<file path="src/rtl/slavefifo_mode_arbiter_if.sv">
// rtl/slavefifo_mode_arbiter_if.sv - request/grant and FX3 strobe bundle for the slave-FIFO mode arbiter
interface slavefifo_mode_arbiter_if;
  // requests and completion pulses from the two streaming sub-FSMs
  logic       in_req;
  logic       out_req;
  logic       in_done;
  logic       out_done;
  // active-low strobes produced by the sub-FSMs
  logic       slwr_in_;
  logic       pktend_in_;
  logic       slrd_out_;
  logic       sloe_out_;
  // grants back to the sub-FSMs and gated strobes to the FX3 pins
  logic       stream_in_mode_selected;
  logic       stream_out_mode_selected;
  logic [1:0] faddr;
  logic       slwr_;
  logic       pktend_;
  logic       slrd_;
  logic       sloe_;
  logic       busy;

  // requester / pin side
  modport master (
    output in_req, out_req, in_done, out_done,
    output slwr_in_, pktend_in_, slrd_out_, sloe_out_,
    input  stream_in_mode_selected, stream_out_mode_selected,
    input  faddr, slwr_, pktend_, slrd_, sloe_, busy
  );

  // arbiter side
  modport slave (
    input  in_req, out_req, in_done, out_done,
    input  slwr_in_, pktend_in_, slrd_out_, sloe_out_,
    output stream_in_mode_selected, stream_out_mode_selected,
    output faddr, slwr_, pktend_, slrd_, sloe_, busy
  );
endinterface

</file>
<file path="src/rtl/slavefifo_mode_arbiter.sv">
// rtl/slavefifo_mode_arbiter.sv - round-robin IN/OUT owner of the FX3 slave-FIFO bus; SLFIFO_ARB_PREEMPT_EN enables burst preemption
module slavefifo_mode_arbiter #(
  parameter int unsigned TURN_GAP  = 3,
  parameter int unsigned MAX_BURST = 1024
) (
  input  logic                    clk_100,
  input  logic                    reset_,
  slavefifo_mode_arbiter_if.slave bus
);

  typedef enum logic [2:0] {
    S_IDLE           = 3'd0,
    S_GRANT_IN       = 3'd1,
    S_GRANT_OUT      = 3'd2,
    S_TURN           = 3'd3,
    S_GRANT_IN_WAIT  = 3'd4,
    S_GRANT_OUT_WAIT = 3'd5
  } state_t;

  localparam logic [1:0] FADDR_IN   = 2'b00;
  localparam logic [1:0] FADDR_OUT  = 2'b11;
  // counter runs TURN_GAP-1 .. 0, so TURN is occupied exactly TURN_GAP cycles
  localparam logic [3:0] TURN_LOAD  = 4'(TURN_GAP - 1);

  state_t     state;
  logic       in_sel;
  logic       out_sel;
  logic [1:0] faddr_q;
  logic       busy_q;
  logic [3:0] turn_cnt;
  // set when the most recent grant went to IN; resets to "OUT was last" so IN wins the first tie
  logic       last_in;
  logic       in_owns;
  logic       out_owns;

`ifdef SLFIFO_ARB_PREEMPT_EN
  localparam logic [15:0] BURST_LAST = 16'(MAX_BURST - 1);
  logic [15:0] burst_cnt;
`endif

  // arbitration FSM with registered grant, address and busy outputs
  always_ff @(posedge clk_100 or negedge reset_) begin
    if (!reset_) begin
      state    <= S_IDLE;
      in_sel   <= 1'b0;
      out_sel  <= 1'b0;
      faddr_q  <= FADDR_IN;
      busy_q   <= 1'b0;
      turn_cnt <= 4'd0;
      last_in  <= 1'b0;
`ifdef SLFIFO_ARB_PREEMPT_EN
      burst_cnt <= 16'd0;
`endif
    end else begin
      case (state)
        S_IDLE: begin
          if (bus.in_req && (!bus.out_req || !last_in)) begin
            state   <= S_GRANT_IN;
            in_sel  <= 1'b1;
            faddr_q <= FADDR_IN;
            busy_q  <= 1'b1;
            last_in <= 1'b1;
`ifdef SLFIFO_ARB_PREEMPT_EN
            burst_cnt <= 16'd0;
`endif
          end else if (bus.out_req) begin
            state   <= S_GRANT_OUT;
            out_sel <= 1'b1;
            faddr_q <= FADDR_OUT;
            busy_q  <= 1'b1;
            last_in <= 1'b0;
`ifdef SLFIFO_ARB_PREEMPT_EN
            burst_cnt <= 16'd0;
`endif
          end
        end

        S_GRANT_IN: begin
          if (bus.in_done) begin
            state    <= S_TURN;
            in_sel   <= 1'b0;
            turn_cnt <= TURN_LOAD;
          end
`ifdef SLFIFO_ARB_PREEMPT_EN
          else if (bus.out_req) begin
            burst_cnt <= burst_cnt + 16'd1;
            if (burst_cnt == BURST_LAST) begin
              state  <= S_GRANT_IN_WAIT;
              in_sel <= 1'b0;
            end
          end
`endif
        end

        S_GRANT_OUT: begin
          if (bus.out_done) begin
            state    <= S_TURN;
            out_sel  <= 1'b0;
            turn_cnt <= TURN_LOAD;
          end
`ifdef SLFIFO_ARB_PREEMPT_EN
          else if (bus.in_req) begin
            burst_cnt <= burst_cnt + 16'd1;
            if (burst_cnt == BURST_LAST) begin
              state   <= S_GRANT_OUT_WAIT;
              out_sel <= 1'b0;
            end
          end
`endif
        end

`ifdef SLFIFO_ARB_PREEMPT_EN
        // preempted: the sub-FSM finishes its packet with strobes still live
        S_GRANT_IN_WAIT: begin
          if (bus.in_done) begin
            state    <= S_TURN;
            turn_cnt <= TURN_LOAD;
          end
        end

        S_GRANT_OUT_WAIT: begin
          if (bus.out_done) begin
            state    <= S_TURN;
            turn_cnt <= TURN_LOAD;
          end
        end
`endif

        S_TURN: begin
          if (turn_cnt == 4'd0) begin
            state  <= S_IDLE;
            busy_q <= 1'b0;
          end else begin
            turn_cnt <= turn_cnt - 4'd1;
          end
        end

        default: begin
          state   <= S_IDLE;
          in_sel  <= 1'b0;
          out_sel <= 1'b0;
          busy_q  <= 1'b0;
        end
      endcase
    end
  end

  // which side's strobes currently reach the pins (preempted owners keep them)
  always_comb begin
    in_owns  = (state == S_GRANT_IN);
    out_owns = (state == S_GRANT_OUT);
`ifdef SLFIFO_ARB_PREEMPT_EN
    if (state == S_GRANT_IN_WAIT)  in_owns  = 1'b1;
    if (state == S_GRANT_OUT_WAIT) out_owns = 1'b1;
`endif
  end

  assign bus.stream_in_mode_selected  = in_sel;
  assign bus.stream_out_mode_selected = out_sel;
  assign bus.faddr                    = faddr_q;
  assign bus.busy                     = busy_q;
  assign bus.slwr_                    = in_owns  ? bus.slwr_in_   : 1'b1;
  assign bus.pktend_                  = in_owns  ? bus.pktend_in_ : 1'b1;
  assign bus.slrd_                    = out_owns ? bus.slrd_out_  : 1'b1;
  assign bus.sloe_                    = out_owns ? bus.sloe_out_  : 1'b1;

endmodule

</file>
<file path="src/flat_wrapper.sv">
// flat-port wrapper written by rule: the top's interface ports become plain ports
module slavefifo_mode_arbiter_flat 
#(
  parameter int unsigned TURN_GAP  = 3,
  parameter int unsigned MAX_BURST = 1024
)
  (clk_100, reset_, bus_in_req, bus_out_req, bus_in_done, bus_out_done, bus_slwr_in_, bus_pktend_in_, bus_slrd_out_, bus_sloe_out_, bus_stream_in_mode_selected, bus_stream_out_mode_selected, bus_faddr, bus_slwr_, bus_pktend_, bus_slrd_, bus_sloe_, bus_busy);
  slavefifo_mode_arbiter_if bus_i ();
  input  logic clk_100;
  input  logic reset_;
  input wire logic [$bits(bus_i.in_req)-1:0] bus_in_req;
  input wire logic [$bits(bus_i.out_req)-1:0] bus_out_req;
  input wire logic [$bits(bus_i.in_done)-1:0] bus_in_done;
  input wire logic [$bits(bus_i.out_done)-1:0] bus_out_done;
  input wire logic [$bits(bus_i.slwr_in_)-1:0] bus_slwr_in_;
  input wire logic [$bits(bus_i.pktend_in_)-1:0] bus_pktend_in_;
  input wire logic [$bits(bus_i.slrd_out_)-1:0] bus_slrd_out_;
  input wire logic [$bits(bus_i.sloe_out_)-1:0] bus_sloe_out_;
  output wire logic [$bits(bus_i.stream_in_mode_selected)-1:0] bus_stream_in_mode_selected;
  output wire logic [$bits(bus_i.stream_out_mode_selected)-1:0] bus_stream_out_mode_selected;
  output wire logic [$bits(bus_i.faddr)-1:0] bus_faddr;
  output wire logic [$bits(bus_i.slwr_)-1:0] bus_slwr_;
  output wire logic [$bits(bus_i.pktend_)-1:0] bus_pktend_;
  output wire logic [$bits(bus_i.slrd_)-1:0] bus_slrd_;
  output wire logic [$bits(bus_i.sloe_)-1:0] bus_sloe_;
  output wire logic [$bits(bus_i.busy)-1:0] bus_busy;
  assign bus_i.in_req = bus_in_req;
  assign bus_i.out_req = bus_out_req;
  assign bus_i.in_done = bus_in_done;
  assign bus_i.out_done = bus_out_done;
  assign bus_i.slwr_in_ = bus_slwr_in_;
  assign bus_i.pktend_in_ = bus_pktend_in_;
  assign bus_i.slrd_out_ = bus_slrd_out_;
  assign bus_i.sloe_out_ = bus_sloe_out_;
  assign bus_stream_in_mode_selected = bus_i.stream_in_mode_selected;
  assign bus_stream_out_mode_selected = bus_i.stream_out_mode_selected;
  assign bus_faddr = bus_i.faddr;
  assign bus_slwr_ = bus_i.slwr_;
  assign bus_pktend_ = bus_i.pktend_;
  assign bus_slrd_ = bus_i.slrd_;
  assign bus_sloe_ = bus_i.sloe_;
  assign bus_busy = bus_i.busy;
  slavefifo_mode_arbiter #(.TURN_GAP(TURN_GAP), .MAX_BURST(MAX_BURST)) u_core (.clk_100(clk_100), .reset_(reset_), .bus(bus_i));
endmodule
</file>
<file path="config.mk">
export PLATFORM = sky130hd
export DESIGN_NAME = slavefifo_mode_arbiter_flat
export DESIGN_NICKNAME = d
export VERILOG_FILES = /design/src/rtl/slavefifo_mode_arbiter_if.sv /design/src/rtl/slavefifo_mode_arbiter.sv /design/src/flat_wrapper.sv
export SDC_FILE = /design/constraint.sdc
export NUM_CORES = 1
export LEC_CHECK = 0
export ABC_AREA = 0
export ABC_CLOCK_PERIOD_IN_PS = 2500
export CORE_MARGIN = 5
export CORE_UTILIZATION = 47
export CTS_CLUSTER_SIZE = 30
export DETAILED_ROUTE_END_ITERATION = 12
export GPL_ROUTABILITY_DRIVEN = 0
export PLACE_DENSITY = 0.77
export SLEW_MARGIN = 20
export SYNTH_ARGS = -nofsm -noshare
export SYNTH_HDL_FRONTEND = slang
export SYNTH_SLANG_ARGS = --single-unit
</file>
<file path="constraint.sdc">
create_clock -name clk_100 -period 2.5 [get_ports clk_100]
set_input_delay 0.625 -clock clk_100 [delete_from_list [all_inputs] [get_ports clk_100]]
set_output_delay 0.625 -clock clk_100 [all_outputs]
set_load 0.01 [all_outputs]
</file>
==> metrics.md <==
| Metric | Value |
|---|---|
| Max VDD drop | 663 uV |
| Clock buffer depth | 2 |
| WP data required | 1.88 ns |
| Max Slew Vio Count | 0 |
| Max-cap viol count | 0 |
| Synth Register Bits | 11 |
| Slew @ Worst Pin | 0.492 ns |
| Ys Warns | 0 |
| Final period util | 96.2% |
| Gates resized, CTS repair | 0 |
| Port Buffer Count | 18 |
| Hold Crit Start | u_core.bus.busy |
| Initial antenna violation count | 0 |
| Clk slew on worst S/H paths | 0.07 ns |
| Sequential area share after synthesis | 37.5% |
| Fmax | 416 MHz |
| # Post-CTS Setup Buffers | 0 |
| # rows | 14 |
| HP Class | flop to flop |
| Die height | 49.5 um |
| H-tree depth | 1 |
| Post-Syn Area | 733 um2 |
| Ys async rst share | 100% |
| DR vias/cell | 5.43 |
| CTS Buf Count | 3 |
| Clk_skew | 0.00138 ns |
| Share of post-route cells with drive strength above 1 | 8.60% |
| Clk root buf | clkbuf_4 |
| Crit-path max FO | 6 |
| Status | finished, final reports clean |
| Top Ports | 19 |
| Synthesized instance count | 72 |
| DRT iter0 DRCs | 10 |
| Most used flip-flop cell after synthesis | dfrtp_1 |
| Final Hold Fails | 0 |
| Final WS setup | 0.0954 ns |
| First-pass GRT wire length | 2.60 mm |
| Initial core utilization | 49.2% |
| RSZ-0062 raised after global routing | false |
| Final min period | 2.40 ns |
| Sum Neg Setup Slack | 0 ns |
| Vias in the first global route | 621 |
| Avg Inst Size Synth | 10.2 um2 |
| Via Count | 592 |
| Slew HR | 67.1% |
| Worst EP arrival | 1.78 ns |
| Worst r2r src | u_core.state[0] |
| First-pass DRT Iterations | 4 |
| Final Core Density | 63.9% |
| Nets | 113 |
| Drc violations | 0 |
| CTS tree | done |
| Synth cell types | 30 |
| Critical path origin | u_core.state[0] |
| Largest net degree at the start of global routing | 12 |
| Core ar. | 1490 um2 |
| DRT antenna net count | 0 |
| Clock sinks | 11 |
| # diodes | 0 |
| Total track usage | 13.2% |
| Wire per inst | 13.4 um |
| Critical path type | flop to output port |
| Post-synth EDFFs | 0 |
| PwrDens | 1180 nW/um2 |
| Final WL | 1.46 mm |
| Synthesis-to-finish area growth | 29.9% |
| DIE WIDTH | 49.5 um |
| Nature of the critical path startpoint | flop |
| Leakage | 0.430 nW |
| Gr ovfl total | 0 |
| Post-Place Setup Slack | 0.142 ns |
| Syn Nets | 91 |
| Post-DP HPWL | 1.16 mm |
| CP Capture Type | output port |
| Worst skew pair latency | 0.27 ns |
| Setup violations, final | 0 |
| Hold buffer count at cts | 0 |
| Full die area | 2450 um2 |
[placed cells by master, fill, tap and decap left out, types with 2 or more instances in the layout]
cell             Yosys  layout
clkdlybuf4s50_1      0      18
dfrtp_1             11      11
ha_1                 9       9
inv_1                6       6
nand2_1              5       5
a21oi_1              4       4
nand2b_1             3       3
mux2_1               3       3
clkbuf_4             0       3
or2b_1               2       2
nand3_1              2       2
mux2_2               2       2
a31oi_1              2       2
o21ai_1              2       2
a22o_1               2       2
nor2_1               2       2
o31ai_1              2       2
[routing by layer]
metal	global-route usage (%)	share of wire, %	vias to the layer above
met5	0	0	-
met2	20.8	49	12
met1	17.1	46	279
li1	-	-	296
met3	4.22	3.7	5
met4	3.93	1.6	0
[cells in the mapped netlist, types with 2 or more instances]
cell / n / area [um2]
dfrtp_1: 11 / 275
or2b_1: 2 / 15.0
o31ai_1: 2 / 15.0
o21ai_1: 2 / 10.0
nand2_1: 5 / 18.8
a31oi_1: 2 / 12.5
inv_1: 6 / 22.5
nand2b_1: 3 / 18.8
a22o_1: 2 / 17.5
mux2_2: 2 / 22.5
nor2_1: 2 / 7.51
ha_1: 9 / 113
a21oi_1: 4 / 20.0
nand3_1: 2 / 10.0
mux2_1: 3 / 33.8
[cell families (layout without fill, tap and decap cells)]
kind of cell               Yosys count  in the layout  share of synthesized area, %
buffers and inverters                7             28                          4.10
muxes                                6              6                          9.04
adders and majority gates            9              9                          15.4
and+or+nand+nor                     23             23                          19.8
AOI/OAI and AO/OA                   16             16                          14.2
DFF                                 11             11                          37.5
[flip-flops by register name, indices dropped and copies added (netlist names)]
signal / count
u_core.turn_cnt: 4
u_core.state: 2
u_core.bus.busy: 1
u_core.bus.faddr: 1
u_core.bus.stream_in_mode_selected: 1
u_core.bus.stream_out_mode_selected: 1
u_core.last_in: 1
[power by group]
part,internal (mW),switching [mW]
Sequential,0.255,0.0660
Combinational,0.364,0.317
Clock,0.0618,0.0625
[stage by stage]
step / power [mW] / hold slack, ns / instances / area, um2
3_3_place_gp: 0.995 / 0.472 / 105 / 926
3_5_place_dp: 1.01 / 0.479 / 105 / 926
4_1_cts: 1.14 / 0.490 / 109 / 952
6_report: 1.13 / 0.492 / 109 / 952
2_1_floorplan: 0.795 / 0.329 / 72 / 733
5_1_grt: 1.24 / 0.506 / 109 / 952
[final cells by class]
cell class	instances	area [um2]
Tap cell	16	20.0
Sequential cell	11	275
Fill cell	119	537
Multi-Input combinational cell	54	428
Clock buffer	4	26.3
Inverter	6	22.5
Timing Repair Buffer	18	180
[worst paths after layout]
path / end / slack (ns) / cells after the start
worst max-delay path: bus_sloe_ / 0.1 / 4
worst min-delay path: u_core.bus.busy / 0.49 / 1
worst max register to register: u_core.turn_cnt[1] / 0.55 / 6
worst min register to register: u_core.bus.busy / 0.49 / 1
max in group asynchronous: u_core.state[1] / 1.49 / 1
min in group asynchronous: u_core.turn_cnt[2] / 0.68 / 1
[worst max-delay path, stage by stage, from the launching register on]
cell and delay [ns]:
dfrtp_1 0.45, inv_1 0.14, ha_1 0.21, or2b_1 0.24
clkdlybuf4s50_1 0.48
(Power assumes the default switching activity.)
